### config.mk
export PLATFORM = sky130hd
export DESIGN_NAME = mem_access_ctrl_flat
export DESIGN_NICKNAME = d
export VERILOG_FILES = /design/src/rtl/mem_access_ctrl_pkg.sv /design/src/rtl/mem_access_ctrl_if.sv /design/src/rtl/mem_access_ctrl.sv /design/src/flat_wrapper.sv
export SDC_FILE = /design/constraint.sdc
export NUM_CORES = 1
export LEC_CHECK = 0
export CAP_MARGIN = 10
export CELL_PAD_IN_SITES_DETAIL_PLACEMENT = 1
export CELL_PAD_IN_SITES_GLOBAL_PLACEMENT = 1
export CORE_MARGIN = 2
export CORE_UTILIZATION = 34
export CTS_BUF_LIST = sky130_fd_sc_hd__clkbuf_16
export DETAILED_ROUTE_END_ITERATION = 16
export PLACE_DENSITY_LB_ADDON = 0.05
export SLEW_MARGIN = 20
export SYNTH_ARGS = -nofsm -noshare
export SYNTH_HDL_FRONTEND = slang
export SYNTH_SLANG_ARGS = --single-unit
### constraint.sdc
create_clock -name clk -period 4.66 [get_ports clk]
set_input_delay 0.699 -clock clk [delete_from_list [all_inputs] [get_ports clk]]
set_output_delay 0.699 -clock clk [all_outputs]
set_load 0.02 [all_outputs]
### src/rtl/mem_access_ctrl_pkg.sv
// mem_pkg: size encodings, controller states and big-endian lane helpers
package mem_pkg;
    localparam logic [1:0] SZ_BYTE = 2'b00;
    localparam logic [1:0] SZ_HALF = 2'b01;
    localparam logic [1:0] SZ_WORD = 2'b10;
    typedef enum logic [1:0] {IDLE, RD, WR, RESP} state_t;
    function automatic logic [31:0] lane_merge(input logic [31:0] word, input logic [1:0] offset,
                                               input logic [1:0] size, input logic [31:0] data);
        logic [4:0] sh;
        sh = {~offset, 3'b000};
        return size == SZ_WORD ? data :
               size == SZ_HALF ? (offset[1] ? {word[31:16], data[15:0]} : {data[15:0], word[15:0]}) :
               (word & ~(32'h0000_00FF << sh)) | ({24'b0, data[7:0]} << sh);
    endfunction
    function automatic logic [31:0] lane_extract(input logic [31:0] word, input logic [1:0] offset,
                                                 input logic [1:0] size, input logic is_unsigned);
        logic [7:0] b;
        logic [15:0] h;
        b = 8'(word >> {~offset, 3'b000});
        h = offset[1] ? word[15:0] : word[31:16];
        return size == SZ_WORD ? word :
               size == SZ_HALF ? {{16{h[15] & ~is_unsigned}}, h} :
               {{24{b[7] & ~is_unsigned}}, b};
    endfunction
endpackage

### src/rtl/mem_access_ctrl_if.sv
// mem_access_ctrl_if: pipeline request/response and word-port memory bus
interface mem_access_ctrl_if;
    logic        req_valid;
    logic        is_store;
    logic [1:0]  size;
    logic        is_unsigned;
    logic [31:0] address;
    logic [31:0] store_data;
    logic        stall;
    logic        load_valid;
    logic [31:0] load_data;
    logic        store_done;
    logic        misaligned;
    logic [31:0] mem_address;
    logic [31:0] mem_write_data;
    logic        mem_write;
    logic        mem_read;
    logic [31:0] mem_read_data;
    modport master (
        output req_valid, is_store, size, is_unsigned, address, store_data, mem_read_data,
        input  stall, load_valid, load_data, store_done, misaligned,
               mem_address, mem_write_data, mem_write, mem_read
    );
    modport slave (
        input  req_valid, is_store, size, is_unsigned, address, store_data, mem_read_data,
        output stall, load_valid, load_data, store_done, misaligned,
               mem_address, mem_write_data, mem_write, mem_read
    );
endinterface

### src/rtl/mem_access_ctrl.sv
// mem_access_ctrl: turns byte/half/word loads and stores into aligned word accesses
module mem_access_ctrl
    import mem_pkg::*;
#(
    parameter int MEM_ADDR_BITS = 26
) (
    input logic clk,
    input logic rst_n,
    mem_access_ctrl_if.slave bus
);
    state_t                   state_q, state_d;
    logic [MEM_ADDR_BITS-1:0] addr_q, addr_d;
    logic [31:0]              data_q, data_d, rword_q, rword_d;
    logic [1:0]               size_q, size_d;
    logic                     store_q, store_d, uns_q, uns_d;
    logic                     fault, accept;

    always_ff @(posedge clk) begin
        if (!rst_n) begin
            state_q <= IDLE;
            addr_q  <= '0;
            data_q  <= '0;
            rword_q <= '0;
            size_q  <= '0;
            store_q <= 1'b0;
            uns_q   <= 1'b0;
        end else begin
            state_q <= state_d;
            addr_q  <= addr_d;
            data_q  <= data_d;
            rword_q <= rword_d;
            size_q  <= size_d;
            store_q <= store_d;
            uns_q   <= uns_d;
        end
    end

    always_comb begin
        fault   = bus.req_valid && state_q == IDLE &&
                  ((bus.size == SZ_HALF && bus.address[0]) || (bus.size == SZ_WORD && bus.address[1:0] != 2'b00));
        accept  = bus.req_valid && state_q == IDLE && !fault && bus.size != 2'b11;
        addr_d  = accept ? bus.address[MEM_ADDR_BITS-1:0] : addr_q;
        data_d  = accept ? bus.store_data : data_q;
        size_d  = accept ? bus.size : size_q;
        store_d = accept ? bus.is_store : store_q;
        uns_d   = accept ? bus.is_unsigned : uns_q;
        rword_d = state_q == RD ? bus.mem_read_data : rword_q;
        // full-word stores skip the read half of the read-modify-write
        state_d = state_q == RD   ? (store_q ? WR : RESP) :
                  state_q == WR   ? RESP :
                  state_q == RESP ? IDLE :
                  accept          ? (bus.is_store && bus.size == SZ_WORD ? WR : RD) : IDLE;
        bus.stall          = rst_n && (state_q == RD || state_q == WR || accept);
        bus.misaligned     = rst_n && fault;
        bus.mem_read       = state_q == RD;
        bus.mem_write      = state_q == WR;
        bus.mem_address    = {{(32-MEM_ADDR_BITS){1'b0}}, addr_q[MEM_ADDR_BITS-1:2], 2'b00};
        bus.mem_write_data = state_q == WR ? lane_merge(rword_q, addr_q[1:0], size_q, data_q) : '0;
        bus.load_valid     = state_q == RESP && !store_q;
        bus.store_done     = state_q == RESP && store_q;
        bus.load_data      = bus.load_valid ? lane_extract(rword_q, addr_q[1:0], size_q, uns_q) : '0;
    end
endmodule

### src/flat_wrapper.sv
// flat-port wrapper written by rule: the top's interface ports become plain ports
module mem_access_ctrl_flat import mem_pkg::*;
#(
    parameter int MEM_ADDR_BITS = 26
)
  (clk, rst_n, bus_req_valid, bus_is_store, bus_size, bus_is_unsigned, bus_address, bus_store_data, bus_mem_read_data, bus_stall, bus_load_valid, bus_load_data, bus_store_done, bus_misaligned, bus_mem_address, bus_mem_write_data, bus_mem_write, bus_mem_read);
  mem_access_ctrl_if bus_i ();
  input logic clk;
  input logic rst_n;
  input wire logic [$bits(bus_i.req_valid)-1:0] bus_req_valid;
  input wire logic [$bits(bus_i.is_store)-1:0] bus_is_store;
  input wire logic [$bits(bus_i.size)-1:0] bus_size;
  input wire logic [$bits(bus_i.is_unsigned)-1:0] bus_is_unsigned;
  input wire logic [$bits(bus_i.address)-1:0] bus_address;
  input wire logic [$bits(bus_i.store_data)-1:0] bus_store_data;
  input wire logic [$bits(bus_i.mem_read_data)-1:0] bus_mem_read_data;
  output wire logic [$bits(bus_i.stall)-1:0] bus_stall;
  output wire logic [$bits(bus_i.load_valid)-1:0] bus_load_valid;
  output wire logic [$bits(bus_i.load_data)-1:0] bus_load_data;
  output wire logic [$bits(bus_i.store_done)-1:0] bus_store_done;
  output wire logic [$bits(bus_i.misaligned)-1:0] bus_misaligned;
  output wire logic [$bits(bus_i.mem_address)-1:0] bus_mem_address;
  output wire logic [$bits(bus_i.mem_write_data)-1:0] bus_mem_write_data;
  output wire logic [$bits(bus_i.mem_write)-1:0] bus_mem_write;
  output wire logic [$bits(bus_i.mem_read)-1:0] bus_mem_read;
  assign bus_i.req_valid = bus_req_valid;
  assign bus_i.is_store = bus_is_store;
  assign bus_i.size = bus_size;
  assign bus_i.is_unsigned = bus_is_unsigned;
  assign bus_i.address = bus_address;
  assign bus_i.store_data = bus_store_data;
  assign bus_i.mem_read_data = bus_mem_read_data;
  assign bus_stall = bus_i.stall;
  assign bus_load_valid = bus_i.load_valid;
  assign bus_load_data = bus_i.load_data;
  assign bus_store_done = bus_i.store_done;
  assign bus_misaligned = bus_i.misaligned;
  assign bus_mem_address = bus_i.mem_address;
  assign bus_mem_write_data = bus_i.mem_write_data;
  assign bus_mem_write = bus_i.mem_write;
  assign bus_mem_read = bus_i.mem_read;
  mem_access_ctrl #(.MEM_ADDR_BITS(MEM_ADDR_BITS)) u_core (.clk(clk), .rst_n(rst_n), .bus(bus_i));
endmodule
== After elaboration in Yosys (flattened, before gate mapping) ==
Cells that the tools add are included.
Word-level totals
  register bits after elaboration: 96
  input bits: 103
Cells by class
  equality and inequality tests: 8
  shifts and indexed selects: 3
  muxes and demuxes: 14
  bitwise operators: 7
  reduce and logical (&&, ||, !) cells: 18
Operators with widths (number)
  $mux 32: 7
  $and 32x32->32: 1
  $not 32->32: 1
  $or 32x32->32: 1
  $shl 8x5->32: 1
  $shl 8x5->32 const A: 1
  $shr 32x5->8: 1
  $mux 16: 1
  $logic_and 1x1->1: 11
  $mux 2: 5
  $eq 2x2->1 const B: 4
  $eq 2x1->1 const B: 3
  $logic_or 1x1->1: 3
  $and 1x1->1: 2
  $logic_not 1->1: 2
  $logic_not 2->1: 1
  $ne 2x2->1 const B: 1
  $not 2->2: 1
  $reduce_bool 2->1: 1
  $mux 1: 1
  $not 1->1: 1

== Logic depth before layout (Yosys ltp) ==
  depth after elaboration: 11
  gate-level depth with buffers: 8

== Least setup slack after synthesis ==
No wires, ideal clock.
  path type: input to output
  start point: in rst_n
  end point: out bus_misaligned
  arrival: 1.866 ns
  required time: 3.961 ns
  slack: 2.095 ns
  cell stages on the path: 4
  buffers on the path: 2
  cells stage by stage: clkbuf_1 clkbuf_1 inv_2 a211oi_1
Between the ends
  word-level cells in the longest chain between the ends: 1
RTL lines
  start, declared: line flat_wrapper.sv:9  | input logic rst_n;
  $logic_and 1x1->1: line mem_access_ctrl.sv:54  | bus.misaligned = rst_n && fault;
  end, declared: line flat_wrapper.sv:21  | output wire logic [$bits(bus_i.misaligned)-1:0] bus_misaligned;
No other way between the ends.

== Worst setup path after layout ==
  start point: reg u_core.addr_q[0]
  end point: out bus_load_data[9]
Between the ends
  word-level cells in the longest chain between the ends: 6
RTL lines
  start, declared: line mem_access_ctrl.sv:12  | logic [MEM_ADDR_BITS-1:0] addr_q, addr_d;
  start signal, assigned: line mem_access_ctrl.sv:29  | addr_q <= addr_d;
  $not 2->2: line mem_access_ctrl_pkg.sv:19  | b = 8'(word >> {~offset, 3'b000});
  $shr 32x5->8: line mem_access_ctrl_pkg.sv:19
  $and 1x1->1: line mem_access_ctrl_pkg.sv:23  | {{24{b[7] & ~is_unsigned}}, b};
  $mux 32: line mem_access_ctrl_pkg.sv:22  | size == SZ_HALF ? {{16{h[15] & ~is_unsigned}}, h} :
  $mux 32: line mem_access_ctrl_pkg.sv:21  | return size == SZ_WORD ? word :
  $mux 32: line mem_access_ctrl.sv:61  | bus.load_data = bus.load_valid ? lane_extract(rword_q, addr_q[1:0], size_q, uns_q) : '0;
  end, declared: line flat_wrapper.sv:19  | output wire logic [$bits(bus_i.load_data)-1:0] bus_load_data;
No other way between the ends.

==> run summary <==
Status -> finished, final reports clean
Power Density -> 332 mW/mm^2
Top_reg_cell synth -> dfxtp_1
Vias/cell -> 5.21
Overall die width -> 132 um
Skew final -> 0.00865 ns
DRT iter0 DRCs -> 328
Maximum Capacitance Violations -> 0
TritonRoute pass-1 iters -> 4
Pleak -> 0.00280 uW
Synth area leader -> dfxtp_1
Clock slew at reported path FFs -> 0.07 ns
Worst slew pin tran -> 1.05 ns
Crit path max fanout -> 20
Total Routing Usage GR -> 22.5%
Syn_area_per_cell -> 7.80 um^2
Global-route wire length before repair -> 30900 um
Final GP Congestion -> 0.910
Layout area overhead -> 37.3%
Drt drc -> 0
Worst path cell trace -> inv_1 > nor3_1 > o41a_1 > o221a_2 > clkdlybuf4s50_1
CP max stage delay -> 0.73 ns
Cell family with most CP delay -> buffers and inverters
Standard-cell rows -> 46
Clock Sinks -> 96
Worst Reg-to-Reg Cells -> 7
Worst IR Drop VDD -> 193 uV
H-tree Lvls -> 3
Detailed-route wire length per cell -> 18.8 um
Final-report hold violation count -> 0
Root buffer cell -> clkbuf_16
Synth Instances -> 709
CP Class -> reg -> out
CP endpoint kind -> output pin
Ratio of cells with drive above 1 in the final layout -> 7.13%
DPL Wire Length -> 14600 um
Fmax -> 0.248 GHz
Yosys warnings -> 0
Post-synthesis async set-or-reset flop share -> 0%
Initial core utilization -> 34.8%
Initial antenna violation count -> 0
Antenna Diode Count -> 0
I/O Buffers -> 190
Die ar. -> 0.0173 mm^2
Nets -> 945
Cells on Worst Hold Path -> 2
Grt total ovfl -> 0
Distinct cells, synth -> 46
Final Setup Violations -> 0
Hold_buf cts -> 0
Synth top area cells -> dfxtp_1 (35%), mux2i_1 (10%), o21ai_0 (8.7%)
Clock insertion delay at the later pin of the skew report -> 0.35 ns
Buf/Inv on CP -> 2
Worst hold path class -> reg -> reg
DRT Wirelength -> 19900 um
#FFs+latches synth -> 96
Non-Filler Cell Area, Final -> 0.00760 mm^2
Worst Path Arrival -> 3.33 ns
Number of enable flip-flop cells after synthesis -> 0
CTS tree -> yes
Die H -> 132 um
Vias in the first global route -> 5527
CTS resizes -> 0
Seq/Total Area, Yosys -> 34.7%
Synth Cell Area -> 0.00553 mm^2
CP Launch Type -> flop
Rel. slew slack -> 29.9%
Setup TNS -> 0 ns
Worst path slowest cell -> dfxtp_1
Crit share post-route -> 86.6%
Post-DP Area -> 0.00731 mm^2
Top-Level Pins -> 205
Post-CTS setup buffer count -> 0
DRT antenna net count -> 0
Worst hold slack -> 0.468 ns
Top-area cell type share of the netlist area -> 34.7%
Num CTS Buffers -> 9
Unrepaired setup endpoints after global routing -> no
Largest net degree at the start of global routing -> 125
Max clock buf depth -> 2
Worst Path Required -> 3.96 ns
Core ar. -> 0.0159 mm^2
Via Count -> 5505
Stages on worst setup path -> 5
FILL cells -> 1908
Min Tclk post-route -> 4.03 ns
Final Max Slew Viols -> 0
layout by cell type, fill, tap and decap left out, types with 2 or more instances in the layout:
master / instances
a211o_1: 2
a211oi_1: 17
a21o_1: 24
a21oi_1: 19
a21oi_2: 3
a221oi_1: 9
a31oi_1: 17
and2_1: 7
buf_4: 11
clkbuf_16: 9
clkdlybuf4s50_1: 189
clkinv_2: 2
conb_1: 8
dfxtp_1: 96
ha_1: 3
inv_1: 6
inv_6: 2
mux2i_1: 56
nand2_1: 91
nand3_1: 61
nand3b_1: 2
nor2_1: 44
nor2b_1: 14
nor3_1: 10
o21ai_0: 96
o221a_2: 7
or2_2: 15
cell type report:
class | count | area [um^2] | area share (%)
clock inverters | 5 | 57.6 | 0.758
multi-input cells | 523 | 3120 | 41.0
repair buffers | 200 | 1970 | 26.0
flip-flops and latches | 96 | 1920 | 25.3
well taps | 216 | 270 | 3.56
inverters | 8 | 30.0 | 0.395
clock buffers | 9 | 225 | 2.96
power breakdown:
group / switching, uW / internal (uW)
Sequential: 127 / 916
Clock: 330 / 412
Combinational: 403 / 335
logic make-up (layout without fill, tap and decap cells):
kind of cell / count (synthesis) / count (layout) / synth area share, %
other cells: 1 / 8 / 0.0678
compound gates: 202 / 202 / 23.1
mux: 58 / 58 / 10.7
flops: 96 / 96 / 34.7
buf+inv: 97 / 222 / 9.57
fa+ha+maj: 4 / 4 / 0.905
simple gates: 251 / 251 / 21.0
path summary, 6_finish.rpt:
path / from / to / slack [ns]
setup / recovery: u_core.addr_q[0] / bus_load_data[9] / 0.63
hold / removal: u_core.data_q[23] / u_core.data_q[23] / 0.47
setup reg to reg: u_core.state_q[1] / u_core.state_q[0] / 2.43
hold reg to reg: u_core.data_q[23] / u_core.data_q[23] / 0.47
routing by layer:
layer	part of all wire (%)	vias up	global-route usage, %	wire (um)
li1	-	2716	-	-
met1	43	2580	28.0	8630
met3	7.3	23	5.44	1450
met2	47	186	38.5	9420
met4	1.8	0	6.58	361
met5	0	-	0	0
flip-flops by register name (all words and copies together) (netlist names):
| name | count |
|---|---|
| u_core.store_q | 1 |
| u_core.state_q | 2 |
| u_core.addr_q | 26 |
| u_core.uns_q | 1 |
| u_core.size_q | 2 |
| u_core.rword_q | 32 |
| u_core.data_q | 32 |
synth_stat cells, types with 14 or more instances:
library cell / instances
a211oi_1: 17
a21o_1: 24
a21oi_1: 19
a31oi_1: 17
buf_2: 21
buf_4: 33
clkbuf_1: 28
dfxtp_1: 96
mux2i_1: 56
nand2_1: 91
nand3_1: 61
nor2_1: 44
nor2b_1: 14
o21ai_0: 96
or2_2: 15
tightest hold or removal path: cells and delay by family, from the launching register on:
family | cells | cell delay, ns
AND/OR/NAND/NOR | 1 | 0.05
flip-flops | 1 | 0.31
AO/OA/AOI/OAI | 1 | 0.06
per-stage QoR:
| stage | cells | total power [uW] | util, % | worst slack, ns |
|---|---|---|---|---|
| floorplan | 716 | 1520 | - | 2.10 |
| global placement | 1043 | 1780 | 46.0 | 1.18 |
| detailed placement | 1043 | 1800 | 46.0 | 1.05 |
| CTS | 1057 | 2560 | 47.8 | 0.667 |
| global route | 1057 | 2660 | 47.8 | 0.418 |
| finish | 1057 | 2520 | 47.8 | 0.626 |
(Power assumes the default switching activity.)
